File: config.mk
export PLATFORM = sky130hd
export DESIGN_NAME = argmax_unit
export DESIGN_NICKNAME = d
export VERILOG_FILES = /design/src/rtl/argmax_unit_pkg.sv /design/src/rtl/argmax_unit.sv
export SDC_FILE = /design/constraint.sdc
export NUM_CORES = 1
export LEC_CHECK = 0
export CORE_ASPECT_RATIO = 1.4
export CORE_MARGIN = 2
export CORE_UTILIZATION = 57
export DETAILED_ROUTE_END_ITERATION = 8
export PLACE_DENSITY = 0.94
export SLEW_MARGIN = 40
export SYNTH_ARGS = -nofsm -noshare
export SYNTH_HDL_FRONTEND = slang
export SYNTH_SLANG_ARGS = --single-unit
File: constraint.sdc
create_clock -name clock -period 17.5 [get_ports clock]
set_clock_uncertainty 0.15 [all_clocks]
set_input_delay 4.375 -clock clock [delete_from_list [all_inputs] [get_ports clock]]
set_output_delay 4.375 -clock clock [all_outputs]
set_load 0.005 [all_outputs]
File: src/rtl/argmax_unit_pkg.sv
// Shared fixed-point types and enums for the classifier datapath.
package argmax_unit_pkg;

    // Signed score format: INTEGER_WIDTH integer bits, FRACTION_WIDTH fraction bits.
    localparam int INTEGER_WIDTH  = 8;
    localparam int FRACTION_WIDTH = 8;

    typedef logic signed [INTEGER_WIDTH-1:-FRACTION_WIDTH] fixed_type;

    typedef enum logic [1:0] {
        ActNone,
        ActRelu,
        ActSigmoid
    } activation_type;

    typedef enum logic [1:0] {
        StIdle,
        StScan,
        StDone
    } argmax_state_type;

endpackage

File: src/rtl/argmax_unit.sv
// Sequential argmax over the scores of the final dense layer.
// A rising edge on inputs_ready captures all scores, then one entry is compared
// per cycle; index/output_ready appear NUM_INPUTS edges after the capture edge.
// Optional build macro ARGMAX_CONFIDENCE_EN adds the max_value output.
module argmax_unit
    import argmax_unit_pkg::*;
#(
    parameter int unsigned  NUM_INPUTS  = 10,
    localparam int unsigned INDEX_WIDTH = $clog2(NUM_INPUTS)
) (
    input  logic                                        clock,
    input  logic                                        reset,
    input  logic                                        inputs_ready,
    input  logic signed [INTEGER_WIDTH-1:-FRACTION_WIDTH] inputs [NUM_INPUTS],
    output logic [INDEX_WIDTH-1:0]                      index,
    output logic                                        output_ready
`ifdef ARGMAX_CONFIDENCE_EN
    ,
    output logic signed [INTEGER_WIDTH-1:-FRACTION_WIDTH] max_value
`endif
);

    // One extra bit so the counter can reach NUM_INPUTS, the "all compared" mark.
    localparam int unsigned         CNT_WIDTH = INDEX_WIDTH + 1;
    localparam logic [CNT_WIDTH-1:0] CNT_END  = CNT_WIDTH'(NUM_INPUTS);

    argmax_state_type       state_q, state_d;
    logic                   ready_q;
    logic                   start;
    logic [CNT_WIDTH-1:0]   counter_q, counter_d;
    fixed_type              best_value_q, best_value_d;
    logic [INDEX_WIDTH-1:0] best_index_q, best_index_d;
    logic [INDEX_WIDTH-1:0] index_q, index_d;
    logic                   output_ready_q, output_ready_d;
    fixed_type              buffer_q [NUM_INPUTS];
    fixed_type              candidate;
`ifdef ARGMAX_CONFIDENCE_EN
    fixed_type              max_value_q, max_value_d;
`endif

    assign start = inputs_ready && !ready_q;

    // Sample inputs_ready for rising-edge start detection.
    always_ff @(posedge clock or posedge reset) begin
        if (reset) begin
            ready_q <= 1'b0;
        end else begin
            ready_q <= inputs_ready;
        end
    end

    // Snapshot of the scores; later input changes cannot disturb a scan.
    always_ff @(posedge clock or posedge reset) begin
        if (reset) begin
            for (int i = 0; i < int'(NUM_INPUTS); i++) begin
                buffer_q[i] <= '0;
            end
        end else if (start) begin
            buffer_q <= inputs;
        end
    end

    // FSM and datapath registers.
    always_ff @(posedge clock or posedge reset) begin
        if (reset) begin
            state_q        <= StIdle;
            counter_q      <= '0;
            best_value_q   <= '0;
            best_index_q   <= '0;
            index_q        <= '0;
            output_ready_q <= 1'b0;
`ifdef ARGMAX_CONFIDENCE_EN
            max_value_q    <= '0;
`endif
        end else begin
            state_q        <= state_d;
            counter_q      <= counter_d;
            best_value_q   <= best_value_d;
            best_index_q   <= best_index_d;
            index_q        <= index_d;
            output_ready_q <= output_ready_d;
`ifdef ARGMAX_CONFIDENCE_EN
            max_value_q    <= max_value_d;
`endif
        end
    end

    // Next-state: start wins in every state; otherwise scan one entry per cycle.
    always_comb begin
        state_d        = state_q;
        counter_d      = counter_q;
        best_value_d   = best_value_q;
        best_index_d   = best_index_q;
        index_d        = index_q;
        output_ready_d = output_ready_q;
`ifdef ARGMAX_CONFIDENCE_EN
        max_value_d    = max_value_q;
`endif
        candidate      = buffer_q[counter_q[INDEX_WIDTH-1:0]];

        if (start) begin
            best_value_d   = inputs[0];
            best_index_d   = '0;
            counter_d      = CNT_WIDTH'(1);
            output_ready_d = 1'b0;
            state_d        = StScan;
        end else begin
            unique case (state_q)
                StScan: begin
                    if (counter_q == CNT_END) begin
                        index_d        = best_index_q;
                        output_ready_d = 1'b1;
`ifdef ARGMAX_CONFIDENCE_EN
                        max_value_d    = best_value_q;
`endif
                        state_d        = StDone;
                    end else begin
                        // Strict compare keeps the lowest index on ties.
                        if (candidate > best_value_q) begin
                            best_value_d = candidate;
                            best_index_d = counter_q[INDEX_WIDTH-1:0];
                        end
                        counter_d = counter_q + CNT_WIDTH'(1);
                    end
                end
                StIdle, StDone: begin
                end
                default: begin
                    state_d = StIdle;
                end
            endcase
        end
    end

    assign index        = index_q;
    assign output_ready = output_ready_q;
`ifdef ARGMAX_CONFIDENCE_EN
    assign max_value    = max_value_q;
`endif

endmodule

==> results of run 1 <==
-- critical path, delay by kind of cell --
family / cells / cell delay, ns
buf+inv: 4 / 1.88
simple gates: 3 / 0.37
-- cell usage after synthesis (all sizes together), types with 2 or more instances --
library cell / number
nand2: 502
dfrtp: 193
clkbuf: 48
mux4: 32
buf: 22
inv: 20
mux2: 20
o31ai: 20
ha: 18
a22oi: 16
a31oi: 16
o21ai: 16
nor4: 15
nor2: 10
nand4: 9
a21oi: 8
nor2b: 4
a211oi: 2
a21o: 2
and3: 2
nand2b: 2
nand3: 2
nor3: 2
o211ai: 2
o31a: 2
or2: 2
xnor2: 2
xor2: 2
-- power breakdown --
part           leakage [nW]  internal, W  switching, W
logic                  2.99     0.000359      0.000503
clock network         0.272     0.000206      0.000177
registers              2.39     0.000528     0.0000535
total                  5.65      0.00109      0.000734
-- sequential cells by signal, indices dropped and copies added (netlist names) --
name          count
ready_q           1
buffer_q        160
index             4
state_q           2
counter_q         5
output_ready      1
best_index_q      4
best_value_q     16
-- routing by layer --
metal / up-vias / GRT usage
met5: - / 0
met4: 0 / 0.1963
met3: 130 / 0.05012
met2: 529 / 0.5335
met1: 3940 / 0.3964
li1: 3556 / -
-- stage by stage --
step / std cells / worst slack (ns) / power (W) / util / area [µm²]
after global placement: 1303 / 10.16 / 0.001355 / 0.6853 / 11080
after CTS: 1335 / 10.73 / 0.001788 / 0.7229 / 11690
after detailed placement: 1303 / 10.29 / 0.001397 / 0.6879 / 11120
after floorplan: 1000 / 7.719 / 0.001205 / - / 9405
final: 1336 / 11.02 / 0.001827 / 0.7247 / 11720
after global routing: 1336 / 10.93 / 0.001911 / 0.7247 / 11720
-- worst paths after layout --
check,from,endpoint,slack [ns],cells after the start
worst max register to register,counter_q[0]$_DFFE_PP0P_,best_value_q[6]$_DFFE_PP0P_,12.54,11
max in group asynchronous,reset,buffer_q[117]$_DFFE_PP0P_,11.83,3
min in group asynchronous,reset,buffer_q[7]$_DFFE_PP0P_,4.27,2
worst max-delay path,inputs_ready,buffer_q[82]$_DFFE_PP0P_,11.02,7
worst min-delay path,buffer_q[16]$_DFFE_PP0P_,buffer_q[16]$_DFFE_PP0P_,0.32,2
worst min register to register,buffer_q[16]$_DFFE_PP0P_,buffer_q[16]$_DFFE_PP0P_,0.32,2
-- layout make-up --
type	count	area, µm²
clock buffers	22	464.2
clock inverters	10	102.6
fillers	963	4452
inverters	21	91.34
multi-input cells	716	4223
flip-flops and latches	193	4831
well taps	199	249.0
repair buffers	175	1759
-- kinds of logic after synthesis --
logic type,after synthesis
multiplexers,52
AO/OA/AOI/OAI,91
XOR/XNOR,4
adder cells (fa/ha/maj),18
buffers and inverters,91
AND/OR/NAND/NOR,551
flip-flops,193
-- placed cells by master, fill, tap and decap left out, types with 4 or more instances in the layout --
cell type,synthesis,layout
sky130_fd_sc_hd__nand2_1,502,502
sky130_fd_sc_hd__dfrtp_1,193,192
sky130_fd_sc_hd__clkdlybuf4s50_1,0,167
sky130_fd_sc_hd__mux4_2,32,32
sky130_fd_sc_hd__inv_1,20,19
sky130_fd_sc_hd__ha_1,18,18
sky130_fd_sc_hd__clkbuf_16,0,17
sky130_fd_sc_hd__a22oi_1,16,16
sky130_fd_sc_hd__a31oi_1,16,15
sky130_fd_sc_hd__mux2_2,15,15
sky130_fd_sc_hd__nor4_2,15,15
sky130_fd_sc_hd__o31ai_2,15,15
sky130_fd_sc_hd__o21ai_1,12,12
sky130_fd_sc_hd__nor2_1,10,10
sky130_fd_sc_hd__nand4_1,9,9
sky130_fd_sc_hd__a21oi_1,8,8
sky130_fd_sc_hd__mux2_1,5,5
sky130_fd_sc_hd__o31ai_1,5,4
sky130_fd_sc_hd__buf_6,3,4
==> metrics, run 1 <==
area share of and/or/nand/nor cells after synthesis=0.2408; placer's final routability congestion estimate=~0.97; Post-DRT Antenna Nets=0; Tmin final=between 6 and 7 ns; setup repair after global routing missed its margin=false; final antenna diode count=0; via count=just over 8000; library cell with the largest summed area after synthesis=sky130_fd_sc_hd__dfrtp_1; total setup buffers inserted after CTS=0; flops & latches, synth=193; vias in the first global route=approximately 8300; EDFF count, synth=0; portion of netlist area occupied by mux cells=0.1006; Critical Path Fanout Max=around 110; classification of the worst setup path=in -> reg; Num Clock Sinks=about 190; fraction of synthesized cell area taken by the top area cell type=0.5135; relative slew slack=0.3837; portion of the clock cycle consumed by the worst path in the final layout=0.3701; combined global-route utilization of all metal layers=0.3215; highest metal layer with signal wires=met4; number of buffers inserted by hold repair at cts=0; most frequent cell on the critical path=sky130_fd_sc_hd__nand2_1; Num CTS Buffers=17; cells traversed along the worst timing path=clkdlybuf4s50_1 > nor2b_4 > buf_6 > buf_4 > buf_12 > nand2_1 > nand2_1; # DRC=0; later-pin clock latency in the skew report=between 0.4 and 0.5 ns; cell area after technology mapping=~9400 µm²; number of nets in the layout=around 1300; number of buffers on the longest clock path=2; outcome=finished, final reports clean; max-slew violation count=0; Detailed Route Iter0 Violations=slightly below 800; biggest area contributors in the synthesized netlist=sky130_fd_sc_hd__dfrtp_1 51%, sky130_fd_sc_hd__nand2_1 20%, sky130_fd_sc_hd__mux4_2 7.7%; XOR/XNOR share of the synthesized area=0.003725; transition at the pin with the smallest max-transition slack=0.9219 ns; CTS tree=built; Synth async-reset ratio=1.000; met2 wirelength from detailed routing=14.02 mm; Crit-path slowest cell=sky130_fd_sc_hd__buf_6; Worst Hold Class=reg -> reg; largest net degree at the start of global routing=roughly 120; full die area=17560 µm²; endpoints failing hold=0; Critical Path Max Stage Delay=around 0.60 ns; global-route wire length before repair=around 43 mm; initial antenna violation count=0; post-route worst hold slack=0.3228 ns; H-tree depth=4; sequential share of the synthesized area=0.5135; Synth Area in Adders=0.02395; Die Span Y=156.0 µm; post-synthesis compound-gate area fraction=0.07476; CTS-repair resized insts=0; DP HPWL=~18 mm; root cell of the clock tree=sky130_fd_sc_hd__clkbuf_16; dominant combinational cell family by area after synthesis=simple AND/OR/NAND/NOR gates; required time of the worst setup path=17.71 ns; routed wire length on met3=approximately 2.2 mm; Critical Path AT=between 6 and 7 ns; P_leak=~5.7 nW; initial core utilization=0.5816; max_cap viols=0; site row count=55; area growth from synthesis to layout=24.61%; largest voltage drop on the vdd net=between 0.0001 and 0.00015 V; clock transition time at the flip-flop clock pins of the worst setup and hold paths=approximately 0.07 ns; unique cell type count in the Yosys netlist=47; power per unit of standard cell area=between 150 and 200 nW/µm²; startpoint types=input pin; final setup fails=0; peak clock frequency supported by timing=approximately 0.15 GHz; total wirelength of the detailed-routed design=around 28 mm; number of nets produced by synthesis=around 1200; synthesized netlist cell count=1000; count of synthesis-stage warnings from yosys=0; width of the die=roughly 110 µm; flip-flop cell with the highest count after synthesis=sky130_fd_sc_hd__dfrtp_1; routed wirelength normalized by instance count=20.79 µm; post-synthesis average cell area=9.405 µm²; I/O Buffers=approximately 170; type of destination of the critical path=flop; number of top-level pins=168; fraction of final layout cells with drive strength greater than 1=0.1135; post-route setup TNS=0 ns; area of the core=between 15000 and 20000 µm²; detailed-route wire length on metal 1=9.538 mm; GRT Residual Overflow=0; vias per cell=about 6.1; first drt pass iteration count=5
Power figures use the tool's default switching activity.
==> inputs of run 2 (changes only) <==
- CORE_UTILIZATION: 57 -> 53
- PLACE_DENSITY: 0.94 -> 0.88
- clock period: 17.5 -> 6.6 ns (I/O delays scaled with it)
==> metrics, run 2 (synthesis gave the netlist of run 1 again) <==
post-route design area=11910 µm²; most frequent standard cell in the layout excluding fill and tap cells=sky130_fd_sc_hd__nand2_1; max-slew violation count=0; Post-DP Area=around 11000 µm²; # DRC=0; vias in the first global route=between 8000 and 9000; P_leak=5.736 nW; routed wirelength normalized by instance count=between 15 and 20 µm; Post-DRT Antenna Nets=0; Die Span Y=~160 µm; area growth from synthesis to layout=26.67%; via count=between 7000 and 8000; Seq pwr share=0.331; Detailed Route Iter0 Violations=731; combined global-route utilization of all metal layers=0.2983; post-route setup TNS=0 ns; clock power share=0.218; number of nets in the layout=about 1300; width of the die=between 100 and 150 µm; I/O Buffers=between 150 and 200; total wirelength of the detailed-routed design=about 26 mm; initial antenna violation count=0; type of destination of the critical path=flop; filler cell count=1251; Cell Int Power=roughly 0.0029 W; H-tree depth=4; Num CTS Buffers=17; first drt pass iteration count=5; later-pin clock latency in the skew report=0.44 ns; root cell of the clock tree=sky130_fd_sc_hd__clkbuf_16; CTS-repair resized insts=0; number of top-level pins=between 150 and 200; placer's final routability congestion estimate=roughly 0.95; Num Clock Sinks=193; largest voltage drop on the vdd net=0.0003634 V; GRT Residual Overflow=0; Worst Hold Class=reg -> reg; clock transition time at the flip-flop clock pins of the worst setup and hold paths=about 0.07 ns; outcome=finished, final reports clean; vias per cell=5.704; relative slew slack=0.4424; required time of the worst setup path=6.79 ns; Critical Path Fanout Max=33; Sw Pwr=around 0.0018 W; switching share of power=0.3837; max_cap viols=0; full die area=about 19000 µm²; CTS tree=built; peak clock frequency supported by timing=around 0.22 GHz; number of buffers inserted by hold repair at cts=0; commonest cells after routing, fill and taps aside=502 x sky130_fd_sc_hd__nand2_1, 191 x sky130_fd_sc_hd__dfrtp_1, 167 x sky130_fd_sc_hd__clkdlybuf4s50_1; area of the core=between 15000 and 20000 µm²; setup repair after global routing missed its margin=false; final antenna diode count=0; portion of the clock cycle consumed by the worst path in the final layout=0.7005; initial core utilization=0.5405; Critical Path AT=approximately 4.8 ns; Largest regs=buffer_q (160), best_value_q (16), counter_q (5); flip-flop count of the largest register after layout=160; Tmin final=between 4 and 5 ns; power per unit of standard cell area=roughly 400 nW/µm²; number of buffers on the longest clock path=2; fraction of power consumed by combinational cells=0.450; fraction of final layout cells with drive strength greater than 1=0.1213; total setup buffers inserted after CTS=0; DP HPWL=about 19 mm; startpoint types=flop; global-route wire length before repair=42.48 mm; site row count=57; endpoints failing hold=0; final setup fails=0; classification of the worst setup path=reg -> reg; largest net degree at the start of global routing=between 100 and 150; Reg with most FFs=buffer_q; transition at the pin with the smallest max-transition slack=0.8340 ns
-- run 2: critical path, cell delays in order (launching register included) --
cell and delay [ns]:
sky130_fd_sc_hd__dfrtp_2 0.77, sky130_fd_sc_hd__buf_12 0.33, sky130_fd_sc_hd__mux4_2 0.53, sky130_fd_sc_hd__a22oi_1 0.18, sky130_fd_sc_hd__o21ai_0 0.17, sky130_fd_sc_hd__ha_1 0.37
sky130_fd_sc_hd__nand4_1 0.15, sky130_fd_sc_hd__or2_1 0.36, sky130_fd_sc_hd__a2111o_1 0.39, sky130_fd_sc_hd__nand3_1 0.64, sky130_fd_sc_hd__a31oi_1 0.21, sky130_fd_sc_hd__o31ai_2 0.26
-- run 2: area by class of cell --
type	count	area, µm²	share of cell area
flip-flops and latches	193	4832	0.4056
multi-input cells	716	4209	0.3533
repair buffers	184	1902	0.1596
clock buffers	19	442.9	0.03718
well taps	236	295.3	0.02478
clock inverters	13	150.1	0.01260
inverters	21	82.58	0.006931
-- run 2: stage by stage --
stage / hold slack, ns / power (W) / setup WS (ns) / util / instances
2_1_floorplan: 0.2885 / 0.003196 / 2.310 / - / 1000
3_3_place_gp: 0.3030 / 0.003617 / 1.889 / 0.6442 / 1346
3_5_place_dp: 0.3058 / 0.003706 / 2.042 / 0.6506 / 1350
4_1_cts: 0.3238 / 0.004753 / 2.012 / 0.6846 / 1382
5_1_grt: 0.3502 / 0.005039 / 1.685 / 0.6846 / 1382
6_report: 0.3224 / 0.004774 / 1.977 / 0.6846 / 1382
-- run 2: power by group through the flow --
| stage | logic [W] | clock network (W) | registers (W) |
|---|---|---|---|
| after detailed placement | 0.00211 | 0 | 0.00160 |
| after CTS | 0.00213 | 0.00105 | 0.00158 |
| after global placement | 0.00203 | 0 | 0.00158 |
| after global routing | 0.00234 | 0.00109 | 0.00161 |
| after floorplan | 0.00170 | 0 | 0.00150 |
| final | 0.00215 | 0.00104 | 0.00158 |
-- run 2: path summary, 6_finish.rpt --
kind / to / slack (ns) / from / depth (start not counted)
min in group asynchronous: buffer_q[67]$_DFFE_PP0P_ / 1.53 / reset / 3
worst max-delay path: best_value_q[1]$_DFFE_PP0P_ / 1.98 / counter_q[0]$_DFFE_PP0P_ / 11
worst min-delay path: buffer_q[17]$_DFFE_PP0P_ / 0.32 / buffer_q[17]$_DFFE_PP0P_ / 2
worst min register to register: buffer_q[17]$_DFFE_PP0P_ / 0.32 / buffer_q[17]$_DFFE_PP0P_ / 2
worst max register to register: best_value_q[1]$_DFFE_PP0P_ / 1.98 / counter_q[0]$_DFFE_PP0P_ / 11
max in group asynchronous: buffer_q[133]$_DFFE_PP0P_ / 3.90 / reset / 4
-- run 2: per-layer routing --
layer / vias up / routed length [µm] / track usage
li1: 3565 / - / -
met1: 3824 / 9385 / 0.3585
met2: 399 / 13470 / 0.4908
met3: 95 / 1988 / 0.06604
met4: 0 / 1636 / 0.1722
met5: - / 0 / 0
